File: src/rtl/servo_pwm_multi.sv
// -----------------------------------------------------------------------------
// servo_pwm_multi
//
// Multi-channel servo PWM generator. All channels share one free-running frame
// counter; each channel drives a pulse whose high time follows a per-channel
// target. Targets are clamped into [DUTY_MIN, DUTY_MAX] on write. The live
// duty ("cur") moves toward the target by at most STEP_MAX clocks per frame
// (STEP_MAX = 0 jumps straight to the target). Duty and enable changes are
// applied only on the last cycle of a frame, so a pulse is never cut short or
// stretched mid-frame.
//
// Parameters
//   CLK_FREQ_HZ  input clock frequency
//   PWM_FREQ_HZ  frame rate; PERIOD = CLK_FREQ_HZ / PWM_FREQ_HZ clocks
//   NUM_CH       channel count (1..16)
//   CNT_W        width of the frame counter and of all duty values
//   DUTY_MIN     lowest allowed high time, in clocks
//   DUTY_MAX     highest allowed high time, in clocks
//   STEP_MAX     largest duty change per frame, in clocks (0 = unlimited)
//
// Ports
//   clk           clock, sole domain
//   reset         synchronous, active-high reset
//   wr_en         one-cycle target write strobe
//   wr_ch         channel index for the write (indices >= NUM_CH are dropped)
//   wr_duty       requested high time in clocks (clamped on capture)
//   ch_enable     per-channel output enable level, sampled at frame end
//   pwm_sig       registered PWM outputs
//   period_start  registered one-cycle pulse in the first cycle of each frame
//   settled       per channel: live duty equals the target
//
// Write interface: wr_en is a plain strobe with no ready/backpressure. Every
// cycle with wr_en high and wr_ch < NUM_CH captures wr_duty into that
// channel's target; the last write before a frame end is the one applied.
// Reset has priority over a simultaneous write.
// -----------------------------------------------------------------------------
module servo_pwm_multi #(
    parameter int CLK_FREQ_HZ = 27_000_000,
    parameter int PWM_FREQ_HZ = 50,
    parameter int NUM_CH      = 4,
    parameter int CNT_W       = 32,
    parameter int DUTY_MIN    = 27000,
    parameter int DUTY_MAX    = 54000,
    parameter int STEP_MAX    = 0,
    localparam int CH_W       = (NUM_CH > 1) ? $clog2(NUM_CH) : 1
) (
    input  logic              clk,
    input  logic              reset,
    input  logic              wr_en,
    input  logic [CH_W-1:0]   wr_ch,
    input  logic [CNT_W-1:0]  wr_duty,
    input  logic [NUM_CH-1:0] ch_enable,
    output logic [NUM_CH-1:0] pwm_sig,
    output logic              period_start,
    output logic [NUM_CH-1:0] settled
);

    localparam int PERIOD   = CLK_FREQ_HZ / PWM_FREQ_HZ;
    localparam int DUTY_MID = (DUTY_MIN + DUTY_MAX) / 2;

    localparam logic [CNT_W-1:0] LAST_CNT = CNT_W'(PERIOD - 1);
    localparam logic [CNT_W-1:0] MIN_V    = CNT_W'(DUTY_MIN);
    localparam logic [CNT_W-1:0] MAX_V    = CNT_W'(DUTY_MAX);
    localparam logic [CNT_W-1:0] MID_V    = CNT_W'(DUTY_MID);
    localparam logic [CNT_W-1:0] STEP_V   = CNT_W'(STEP_MAX);

    // -------------------------------------------------------------------------
    // Elaboration-time parameter legality
    // -------------------------------------------------------------------------
    if (NUM_CH < 1 || NUM_CH > 16) begin : g_bad_num_ch
        $error("servo_pwm_multi: NUM_CH must be in 1..16");
    end
    if (PWM_FREQ_HZ < 1 || PERIOD < 1) begin : g_bad_period
        $error("servo_pwm_multi: PERIOD must be at least 1 clock");
    end
    if (DUTY_MIN < 0 || DUTY_MIN > DUTY_MAX || DUTY_MAX >= PERIOD) begin : g_bad_duty
        $error("servo_pwm_multi: need 0 <= DUTY_MIN <= DUTY_MAX < PERIOD");
    end
    if (STEP_MAX < 0) begin : g_bad_step
        $error("servo_pwm_multi: STEP_MAX must be non-negative");
    end
    // An int PERIOD is always below 2^31, so only narrower counters need a check.
    if (CNT_W < 31) begin : g_cnt_w_check
        if (PERIOD >= (1 << CNT_W)) begin : g_bad_cnt_w
            $error("servo_pwm_multi: PERIOD does not fit in CNT_W bits");
        end
    end

    // -------------------------------------------------------------------------
    // State
    // -------------------------------------------------------------------------
    logic [CNT_W-1:0]  cnt;
    logic [CNT_W-1:0]  target [NUM_CH];
    logic [CNT_W-1:0]  cur    [NUM_CH];
    logic [NUM_CH-1:0] en_latch;

    logic boundary;
    logic wr_valid;

    assign boundary = (cnt == LAST_CNT);

    // One extra bit so NUM_CH itself (e.g. 16) is representable in the compare.
    assign wr_valid = wr_en && ({1'b0, wr_ch} < (CH_W + 1)'(NUM_CH));

    // -------------------------------------------------------------------------
    // Helpers
    // -------------------------------------------------------------------------
    function automatic logic [CNT_W-1:0] clamp_duty(input logic [CNT_W-1:0] d);
        logic [CNT_W-1:0] r;
        r = d;
        if (d < MIN_V) begin
            r = MIN_V;
        end else if (d > MAX_V) begin
            r = MAX_V;
        end
        return r;
    endfunction

    // Move c toward t by at most STEP_V. The larger operand is always the
    // minuend, so the difference never wraps.
    function automatic logic [CNT_W-1:0] slew_toward(input logic [CNT_W-1:0] c,
                                                     input logic [CNT_W-1:0] t);
        logic [CNT_W-1:0] r;
        r = t;
        if (STEP_MAX != 0) begin
            if (t >= c) begin
                if ((t - c) > STEP_V) begin
                    r = c + STEP_V;
                end
            end else begin
                if ((c - t) > STEP_V) begin
                    r = c - STEP_V;
                end
            end
        end
        return r;
    endfunction

    // -------------------------------------------------------------------------
    // Frame counter, duty/enable update at frame end, registered outputs
    // -------------------------------------------------------------------------
    always_ff @(posedge clk) begin
        if (reset) begin
            cnt          <= '0;
            period_start <= 1'b0;
            pwm_sig      <= '0;
            en_latch     <= '0;
            for (int i = 0; i < NUM_CH; i++) begin
                target[i] <= MID_V;
                cur[i]    <= MID_V;
            end
        end else begin
            cnt <= boundary ? '0 : cnt + CNT_W'(1);

            // Registered from cnt==0, so it lines up with the first pwm_sig
            // cycle of the frame (pwm_sig also lags cnt by one cycle).
            period_start <= (cnt == '0);

            for (int i = 0; i < NUM_CH; i++) begin
                pwm_sig[i] <= en_latch[i] && (cnt < cur[i]);
            end

            // cur/en_latch change only here, so the compare above always sees
            // a value that is stable for the whole frame. A write landing in
            // this same cycle updates target after cur has sampled the old one.
            if (boundary) begin
                en_latch <= ch_enable;
                for (int i = 0; i < NUM_CH; i++) begin
                    cur[i] <= slew_toward(cur[i], target[i]);
                end
            end

            for (int i = 0; i < NUM_CH; i++) begin
                if (wr_valid && (wr_ch == CH_W'(i))) begin
                    target[i] <= clamp_duty(wr_duty);
                end
            end
        end
    end

    // -------------------------------------------------------------------------
    // Settled flags
    // -------------------------------------------------------------------------
    always_comb begin
        settled = '0;
        for (int i = 0; i < NUM_CH; i++) begin
            settled[i] = (cur[i] == target[i]);
        end
    end

endmodule

File: config.mk
export PLATFORM = sky130hd
export DESIGN_NAME = servo_pwm_multi
export DESIGN_NICKNAME = d
export VERILOG_FILES = /design/src/rtl/servo_pwm_multi.sv
export SDC_FILE = /design/constraint.sdc
export NUM_CORES = 1
export LEC_CHECK = 0
export BUFFER_PORTS_ARGS = -buffer_cell sky130_fd_sc_hd__buf_2
export CAP_MARGIN = 10
export CELL_PAD_IN_SITES_DETAIL_PLACEMENT = 1
export CELL_PAD_IN_SITES_GLOBAL_PLACEMENT = 1
export CORE_MARGIN = 2
export CORE_UTILIZATION = 25
export DETAILED_ROUTE_END_ITERATION = 12
export PLACE_DENSITY = 0.52
export SKIP_CTS_REPAIR_TIMING = 1
export SYNTH_ARGS = -nofsm -noshare
export SYNTH_HDL_FRONTEND = slang
export SYNTH_SLANG_ARGS = --single-unit
File: constraint.sdc
create_clock -name clk -period 7.15 [get_ports clk]
set_input_delay 2.145 -clock clk [delete_from_list [all_inputs] [get_ports clk]]
set_output_delay 2.145 -clock clk [all_outputs]
set_load 0.02 [all_outputs]
* Word-level counts from Yosys, hierarchy flattened
Memories as Yosys holds them, arrays and structs flattened. Index checks and enable logic that the tools add are counted.
Operators by class: div/mod/pow operators 0, $mul 0, muxes and demuxes 35, shift-type cells 0, equal/unequal tests 8, magnitude comparators 6, bitwise operators 8, add/sub/neg operators 1, reductions and logical operators 11
Operators with widths (number):
- 32-bit two-way mux | 18
- 32-bit == test | 4
- 32-bit < comparator | 4
- 32-bit by 1-bit adder with 32-bit output (second input constant) | 1
- 32-bit by 20-bit == test with 1-bit output (second input constant) | 1
- 32-bit by 16-bit > comparator with 1-bit output (second input constant) | 1
- 32-bit logical NOT | 1
- 32-bit by 15-bit < comparator with 1-bit output (second input constant) | 1
- 1-bit two-way mux | 17
- 1-bit logical AND | 8
- 1-bit OR | 8
- 2-bit == test (second input constant) | 2
- 2-bit by 1-bit == test with 1-bit output (second input constant) | 1
- 2-bit logical NOT | 1
- 2-bit OR reduction | 1
Storage, ports and cells: register bits after elaboration 41, bits in latches 0, memory bits (writable) 256, memories kept 2, memory bits (read-only) 0, output and inout bits 9, logic and storage cells 75
Memory list:
- cur | depth 4, width 32, read ports 4, clocked after Yosys merged registers in 0, wr ports 4, RTL line 94 | logic [CNT_W-1:0] cur [NUM_CH];
- target | depth 4, width 32, read ports 4, clocked after Yosys merged registers in 0, wr ports 4, RTL line 93 | logic [CNT_W-1:0] target [NUM_CH];

* Logic depth before layout (Yosys ltp)
depth in word-level cells 6, gate-level depth with buffers 8, mapped depth without buffers 7

* Worst setup path after synthesis
OpenSTA, ideal clock, no wires.
path type input port to flip-flop, start point input port wr_ch[0], end point memory target[0][0] (enable), required time 6.684 ns, slack 1.926 ns, arrival time 4.759 ns, setup time 0.466 ns, stages 3, cells stage by stage clkbuf_1 nand2b_1 o21ai_0
RTL lines:
- from (decl) | RTL line 50 | input logic [CH_W-1:0] wr_ch,
- to (decl) | RTL line 93

==> results.json <==
{
  "drtIter0Drc": 626,
  "clk_path_buf_depth": 3,
  "synthMuxAreaShare_pct": 0,
  "numPortBuffers": 49,
  "synth_commonest_cells": "edfxtp_1, xor2_1, inv_1",
  "tritoncts": "built",
  "die_x_um": 253,
  "final_area_mm2": 0.0183,
  "dp_hpwl_um": 33000,
  "cts_inserted_buffers": 37,
  "synth_largest_area_cell": "edfxtp_1",
  "finalPower_mw": 4.19,
  "syn_inst": 1348,
  "yosysMostFrequentCell": "edfxtp_1",
  "outcome": "completed",
  "grt_pass1_wl_um": 70000,
  "viasPerCell": 4.42,
  "place_ws_ns": 2.38,
  "crit_arrival_ns": 2.29,
  "dr_total_vias": 10400,
  "total_leakage_power_nw": 7.36,
  "nets": 1648,
  "ant_nets": 0,
  "slew_violations": 0,
  "ios": 50,
  "drtPass1Iterations": 5,
  "seqPwrFrac_pct": 48.6,
  "fillers": 6902,
  "yosys.cell_types.count": 49,
  "seqCellArea_mm2": 0.00851,
  "hold_viol": 0,
  "synth_top_family_by_area": "simple AND/OR/NAND/NOR gates",
  "end_kind": "output port",
  "p_int_mw": 3.22,
  "synth-edff-count": 256,
  "place_area_mm2": 0.0170,
  "htree_levels": 2,
  "gp_congestion": 0.800,
  "comb_power_share_pct": 5.0,
  "swShare_pct": 23.3,
  "start_util_pct": 25.2,
  "ys_seq_area_share_pct": 54.8,
  "path_clk_slew_ns": 0.06,
  "fin_crit_ns": 4.43,
  "rsz0062_at_grt": "false",
  "cp.required_ns": 5.01,
  "p_sw_mw": 0.976,
  "synthAdderAreaFrac_pct": 10.1,
  "synth-async-reset-ratio_pct": 0,
  "worst_slack_ns": 2.72,
  "coreArea_mm2": 0.0616,
  "clkPwrFrac_pct": 46.4,
  "grtUsageTotal_pct": 14.9,
  "cts.sinks": 297,
  "die_area_mm2": 0.0642,
  "slew_headroom_pct": 33.5,
  "synth_xor_area_share_pct": 8.85,
  "min_path_type": "flip-flop to flip-flop",
  "multi_input_area_mm2": 0.00661,
  "grt_max_degree": 73,
  "routed_wl_um": 46900,
  "yosysWarningCount": 0,
  "startpoint_type": "flip-flop",
  "cts_root_buffer": "clkbuf_16",
  "synth_simple_gate_area_share_pct": 17.0,
  "finalSetupViolations": 0,
  "fin_skew_ns": 0.0183,
  "antenna_found_initial": 3,
  "drv_cap": 0,
  "tightest_slew_ns": 0.989,
  "powerDensity_mw_per_mm2": 230,
  "synth_area_mm2": 0.0155,
  "drc": 0,
  "period_share_pct": 62.0,
  "ys_ff_latch": 297,
  "die_h_um": 253,
  "tns_ns": 0,
  "critPathMaxFanout": 2,
  "syn_area_per_cell_um2": 11.5,
  "final_layout_size_suffix_gt1_share_pct": 8.68,
  "areaGrowthSynthToFinish_pct": 17.5,
  "timing.fmax_mhz": 225,
  "crit_type": "flip-flop to output port",
  "irDropWorstVdd_mv": 0.129,
  "ys.flop_type": "edfxtp_1",
  "synth_top_area_share_pct": 49.5,
  "grt_pass1_vias": 10800,
  "grt_overflow": 0,
  "synth-compound-area-share_pct": 4.77,
  "post_drt_wl_per_cell_um": 20.0,
  "worstSkewPairLatency_ns": 0.55,
  "rows": 91,
  "synth_area_leaders": "edfxtp_1, ha_1, xor2_1"
}
[cells by family (layout without fill, tap and decap cells)]
| kind of cell | Yosys count | in the layout |
|---|---|---|
| simple gates | 484 | 484 |
| flops | 297 | 297 |
| buf+inv | 166 | 264 |
| xor+xnor | 157 | 157 |
| fa+ha+maj | 126 | 126 |
| compound gates | 117 | 117 |
| other cells | 1 | 65 |
[metrics by stage]
stage / utilization (%) / hold WS [ns] / std cells
floorplan: - / 0.432 / 1411
detailed placement: 27.6 / 0.478 / 2279
global placement: 27.6 / 0.468 / 2277
global route: 29.6 / 0.516 / 2346
CTS: 29.6 / 0.491 / 2346
finish: 29.6 / 0.480 / 2347
[per-layer routing]
metal | track usage, % | part of all wire [%] | vias to the layer above
li1 | - | - | 4978
met1 | 20.5 | 49 | 5178
met2 | 23.8 | 45 | 159
met3 | 2.87 | 3.7 | 66
met4 | 4.16 | 2.2 | 4
met5 | 0 | 0.055 | -
[worst max-delay path, cell delays in order, from the launching register on]
cell      delay [ns]
edfxtp_1        0.45
xor2_1          0.19
nor4_1          0.51
nand4_1         0.19
nor2_1          0.19
buf_2           0.20
[worst paths after layout]
path                                     from                        to  slack (ns)  depth (start not counted)
setup / recovery  target[0][98]$_SDFFCE_PN1P_                settled[3]        2.72                          5
setup reg to reg            cnt[1]$_SDFF_PP0_  cur[1][18]$_SDFFCE_PN0P_        3.13                          7
hold / removal       en_latch[2]$_SDFFE_PP0P_     pwm_sig[2]$_SDFF_PP0_        0.48                          2
hold reg to reg      en_latch[2]$_SDFFE_PP0P_     pwm_sig[2]$_SDFF_PP0_        0.48                          2
[area by class of cell]
class,count,share of cell area [%]
timing repair buffer,62,1.90
sequential,297,46.6
antenna,1,0.0137
multi-input combinational,948,36.2
clock buffer,43,5.43
tap,837,5.74
clock inverter,24,1.32
inverter,135,2.80
[placed cells by master (no fill, tap or decap), types with 5 or more instances in the layout]
cell       count
and2_1       100
clkinv_1       8
nand2_1       76
nor4_1        51
nand3_1       31
bufinv_16      5
conb_1        64
nor2b_1        5
xnor2_1       19
and3_1         9
o21a_1         8
nand4_1       39
clkinv_2       9
ha_1         126
xor2_1       138
inv_1        134
a211oi_1       5
a21oi_1       44
nor3_1        23
a221oi_1       7
o21ai_0       19
clkbuf_16     39
a21o_1         5
dfxtp_1       41
nand2b_1      44
edfxtp_1     256
buf_2         49
nor2_1        82
and4_1        10
buf_4         12
[power by group through the flow]
stage / registers [mW] / logic [mW] / clock network [mW]
after global routing: 2.05 / 0.238 / 2.05
after CTS: 2.04 / 0.216 / 2.00
final: 2.04 / 0.210 / 1.94
after detailed placement: 2.08 / 0.214 / 0
after global placement: 2.07 / 0.211 / 0
after floorplan: 2.05 / 0.130 / 0
[state kept, by name (all words and copies together), names as in the netlist]
register      cells
target          128
pwm_sig           4
cnt              32
en_latch          4
cur             128
period_start      1
Power figures use the tool's default switching activity.
